===== src/rtl/uart_pkg.sv =====
// Shared UART transmit-path definitions: THR load controller state encoding and data width.
package uart_pkg;

  localparam int UART_DATA_W = 8;

  localparam logic [1:0] ST_EMPTY  = 2'd0;
  localparam logic [1:0] ST_LOADED = 2'd1;
  localparam logic [1:0] ST_XFER   = 2'd2;

  typedef enum logic [1:0] {
    EMPTY  = ST_EMPTY,
    LOADED = ST_LOADED,
    XFER   = ST_XFER
  } thr_state_e;

endpackage


===== src/rtl/thr_load_ctrl_rr_arb2.sv =====
// Two-way round-robin arbiter; ptr names the port that wins a tie, next_ptr names the loser.
module rr_arb2 (
  input  logic [1:0] req,
  input  logic       ptr,
  output logic [1:0] gnt,
  output logic       next_ptr
);

  always_comb begin
    gnt      = 2'b00;
    next_ptr = ptr;
    if (req[0] && (!req[1] || !ptr)) begin
      gnt      = 2'b01;
      next_ptr = 1'b1;
    end else if (req[1]) begin
      gnt      = 2'b10;
      next_ptr = 1'b0;
    end
  end

endmodule


===== src/rtl/thr_load_ctrl.sv =====
// THR load controller: grants one of two byte writers, loads the THR, then hands the byte to the TSR.
module thr_load_ctrl
  import uart_pkg::*;
#(
  parameter int DATA_W = UART_DATA_W,
  parameter int CNT_W  = 8
) (
  input  logic              clk,
  input  logic              rst,
  input  logic              req0,
  input  logic [DATA_W-1:0] d0,
  output logic              ack0,
  input  logic              req1,
  input  logic [DATA_W-1:0] d1,
  output logic              ack1,
  output logic              thr_load,
  output logic [DATA_W-1:0] thr_d,
  output logic              thr_full,
  input  logic              tx_rdy,
  output logic              tsr_load,
  output logic [CNT_W-1:0]  xfer_cnt
);

  thr_state_e        state_q, state_d;
  logic              rr_ptr_q, rr_ptr_d;
  logic              ack0_q, ack0_d;
  logic              ack1_q, ack1_d;
  logic              thr_load_q, thr_load_d;
  logic [DATA_W-1:0] thr_d_q, thr_d_d;
  logic              thr_full_q, thr_full_d;
  logic              tsr_load_q, tsr_load_d;
  logic [CNT_W-1:0]  xfer_cnt_q, xfer_cnt_d;

  logic [1:0]        gnt;
  logic              next_ptr;

  rr_arb2 u_arb (
    .req      ({req1, req0}),
    .ptr      (rr_ptr_q),
    .gnt      (gnt),
    .next_ptr (next_ptr)
  );

  always_comb begin
    state_d    = state_q;
    rr_ptr_d   = rr_ptr_q;
    ack0_d     = 1'b0;
    ack1_d     = 1'b0;
    thr_load_d = 1'b0;
    thr_d_d    = thr_d_q;
    thr_full_d = thr_full_q;
    tsr_load_d = 1'b0;
    xfer_cnt_d = xfer_cnt_q;
    case (state_q)
      EMPTY: begin
        thr_full_d = 1'b0;
        if (|gnt) begin
          ack0_d     = gnt[0];
          ack1_d     = gnt[1];
          thr_load_d = 1'b1;
          thr_d_d    = gnt[1] ? d1 : d0;
          rr_ptr_d   = next_ptr;
          state_d    = LOADED;
        end
      end
      LOADED: begin
        thr_full_d = 1'b1;
        // The THR is still capturing during the load-strobe cycle, so tx_rdy waits one edge.
        if (tx_rdy && !thr_load_q) begin
          tsr_load_d = 1'b1;
          state_d    = XFER;
        end
      end
      XFER: begin
        thr_full_d = 1'b0;
        xfer_cnt_d = xfer_cnt_q + CNT_W'(1);
        state_d    = EMPTY;
      end
      default: begin
        thr_full_d = 1'b0;
        state_d    = EMPTY;
      end
    endcase
  end

  always_ff @(posedge clk or posedge rst) begin
    if (rst) begin
      state_q    <= EMPTY;
      rr_ptr_q   <= 1'b0;
      ack0_q     <= 1'b0;
      ack1_q     <= 1'b0;
      thr_load_q <= 1'b0;
      thr_d_q    <= '0;
      thr_full_q <= 1'b0;
      tsr_load_q <= 1'b0;
      xfer_cnt_q <= '0;
    end else begin
      state_q    <= state_d;
      rr_ptr_q   <= rr_ptr_d;
      ack0_q     <= ack0_d;
      ack1_q     <= ack1_d;
      thr_load_q <= thr_load_d;
      thr_d_q    <= thr_d_d;
      thr_full_q <= thr_full_d;
      tsr_load_q <= tsr_load_d;
      xfer_cnt_q <= xfer_cnt_d;
    end
  end

  assign ack0     = ack0_q;
  assign ack1     = ack1_q;
  assign thr_load = thr_load_q;
  assign thr_d    = thr_d_q;
  assign thr_full = thr_full_q;
  assign tsr_load = tsr_load_q;
  assign xfer_cnt = xfer_cnt_q;

endmodule


===== config.mk =====
export PLATFORM = sky130hd
export DESIGN_NAME = thr_load_ctrl
export DESIGN_NICKNAME = d
export VERILOG_FILES = /design/src/rtl/uart_pkg.sv /design/src/rtl/thr_load_ctrl_rr_arb2.sv /design/src/rtl/thr_load_ctrl.sv
export SDC_FILE = /design/constraint.sdc
export NUM_CORES = 1
export LEC_CHECK = 0
export CAP_MARGIN = 20
export CORE_ASPECT_RATIO = 0.8
export CORE_MARGIN = 3
export CORE_UTILIZATION = 45
export CTS_CLUSTER_SIZE = 28
export DETAILED_ROUTE_END_ITERATION = 6
export GPL_ROUTABILITY_DRIVEN = 0
export GPL_TIMING_DRIVEN = 0
export PLACE_DENSITY_LB_ADDON = 0.2
export SYNTH_ARGS = -nofsm -noshare
export SYNTH_HDL_FRONTEND = slang
export SYNTH_SLANG_ARGS = --single-unit

===== constraint.sdc =====
create_clock -name clk -period 2.6 [get_ports clk]
set_clock_uncertainty 0.1 [all_clocks]
set_input_delay 0.52 -clock clk [delete_from_list [all_inputs] [get_ports clk]]
set_output_delay 0.52 -clock clk [all_outputs]
set_load 0.01 [all_outputs]

==> metrics.md <==
| Metric | Value |
|---|---|
| Status | finished clean |
| Post-Syn Area | roughly 1100 sq um |
| Placed insts | roughly 170 |
| Port bufs | 41 |
| Initial antenna violation count | 0 |
| Setup TNS | 0 ns |
| Wirelength per Cell | about 14 microns |
| FMAX | about 510 MHz |
| DR pass1 iterations | 4 |
| Slew headroom | 0.414 |
| Synth top area share | 0.567 |
| Via density | between 5 and 6 |
| Tot GR Track Use | 0.185 |
| Cts hold-fix bufs | 0 |
| Boundary pin count | 42 |
| Worst skew pair latency | 0.30 ns |
| CP Cell Sequence | clkdlybuf4s50_1 |
| R2r setup slk | between 1 and 1.5 ns |
| Critical setup path kind | flop to output port |
| Sequential share of the synthesized area | 0.567 |
| Row count | 15 |
| Worst VDD drop | around 0.73 mV |
| Number of global-route vias before repair | roughly 880 |
| Max_cap viols | 0 |
| Routed wire length | 2.35 mm |
| #FFs+latches synth | 24 |
| Postcts setup bufs | 0 |
| CTS tree | built |
| # DRC | 0 |
| Layout cells sized above 1 | 0.0699 |
| # setup viols final | 0 |
| CP required | 1.98 ns |
| Net total in the final layout | around 170 |
| Initial drt markers | 36 |
| Total power | approximately 0.0014 W |
| CTS Buffer Depth | 2 |
| Most common cell after layout, fill and taps aside | clkdlybuf4s50_1 |
| Area contributors post-synth | dfrtp_1 (57%), a31oi_1 (4.7%), o21ai_0 (4.3%) |
| # resized after CTS | 0 |
| Hold Path Class | flop to flop |
| CTS Sinks | 24 |
| Leak Pwr | 0.669 nW |
| Crit path buf inv count | 1 |
| Worst slew pin tran | a little under 0.9 ns |
| Synth area leader | dfrtp_1 |
| Crit path to | xfer_cnt[3] |
| First-pass GRT wire length | about 4.1 mm |
| Vias | 911 |
| Fin cells | 168 |
| Hold slack | around 0.37 ns |
| CP Depth | 1 |
| Clock-pin slew on the worst setup and hold paths | between 0.1 and 0.15 ns |
| Die Width | approximately 60 microns |
| Launch point of the worst path | xfer_cnt[3] |
| Syn Nets | 121 |
| Slowest cell delay on critical path | about 0.57 ns |
| Final slew viol count | 0 |
| Critical Path Fanout Max | 6 |
| Critical Path Sink Type | output port |
| FF-to-FF End | xfer_cnt[1] |
| Power per Cell Area | 943 nW/um^2 |
| DP Wirelength | 1.78 mm |
| DIE AREA | 2970 sq um |
| Critical Path AT | ~1.3 ns |
| Cell at the slowest stage of the critical path | clkdlybuf4s50_1 |
| Most frequent cells in the layout | clkdlybuf4s50_1 (41), dfrtp_1 (24), o21ai_0 (9) |
| Top delay family on crit path | buffers and inverters |
| Core outline area | between 2000 and 2500 sq um |
| Crit path launch type | flop |
| Grt ovf | 0 |
| Crit share post-route | 0.751 |
| Worst r2r path cells | 2 |
| Crit Reg-Reg Startpoint | state_q[0] |
| Gate Count Post-Synth | 99 |
| Synthesis warning total | 0 |
| Root buffer cell | clkbuf_4 |
| RSZ-0062 raised after global routing | no |
| CTS Buf Count | 3 |
| Starting Density | 0.482 |
| Antenna Nets Post-Route | 0 |
| H-tree Lvls | 1 |
| Pin count of the biggest net entering global routing | 25 |
| Die H | about 50 microns |
| Area delta synth->final | 43.9% |
| Final Hold Viols | 0 |
| Mean Syn Cell Area | around 11 sq um |
| Antenna cell count | 0 |
| Final Critical Period | about 2.0 ns |
| FILL cells | roughly 180 |
| Distinct cells, synth | 28 |
==> cells by family after synthesis <==
kind of cell               synth area share
buffers and inverters                0.0437
AOI/OAI and AO/OA                     0.135
xor gates and xnor gates             0.0579
muxes                                0.0106
and+or+nand+nor                       0.174
adders and majority gates            0.0118
DFF                                   0.567
==> layout make-up <==
type | instances | area [sq um] | share of cell area
Clock buffer | 3 | 22.5 | 0.0148
Inverter | 4 | 17.5 | 0.0115
Sequential cell | 24 | 601 | 0.394
Buffer | 4 | 28.8 | 0.0189
Tap cell | 25 | 31.3 | 0.0205
Multi-Input combinational cell | 67 | 412 | 0.270
Timing Repair Buffer | 41 | 410 | 0.270
==> cell usage after synthesis, drive strengths merged <==
cell type	count
dfrtp	24
buf	4
a21oi	8
or2	1
ha	1
nor3b	2
nor2b	1
nor3	2
and2b	2
a21o	1
xor2	4
xnor2	3
nand3b	1
and3	3
inv	4
nor2	2
nand2	6
mux2	1
nand2b	1
nand3	8
a31oi	8
o21ai	9
nand4	3
==> power breakdown <==
part	switching, W	total, W	internal [W]
registers	0.0000990	0.000613	0.000514
logic	0.000306	0.000672	0.000366
clock network	0.0000968	0.000151	0.0000540
==> sequential cells by signal, indices dropped and copies added (netlist names) <==
name      flops
ack0          1
ack1          1
rr_ptr_q      1
state_q       2
thr_d         8
thr_full      1
thr_load      1
tsr_load      1
xfer_cnt      8
==> routing by layer <==
metal	vias to the layer above	global-route usage	wire, microns
met5	-	0	0
li1	440	-	-
met2	33	0.295	1190
met4	0	0.0443	17
met1	436	0.247	995
met3	2	0.0503	151
==> stage by stage <==
step	setup WS (ns)	util	instance area, sq um
after global routing	0.574	0.693	1520
after CTS	0.637	0.693	1520
after floorplan	1.32	-	1060
final	0.648	0.693	1520
after global placement	0.721	0.683	1500
after detailed placement	0.651	0.683	1500
==> worst min path at each step <==
stage	start	to	slack, ns	cells after the start
after CTS	xfer_cnt[7]	xfer_cnt[7]	0.38	1
final	xfer_cnt[7]	xfer_cnt[7]	0.37	1
after global placement	xfer_cnt[7]	xfer_cnt[7]	0.36	1
after global routing	xfer_cnt[7]	xfer_cnt[7]	0.41	1
after detailed placement	xfer_cnt[7]	xfer_cnt[7]	0.36	1
after floorplan	rr_ptr_q	rr_ptr_q	0.38	1
Note: power is estimated with default switching activity, not from simulation.
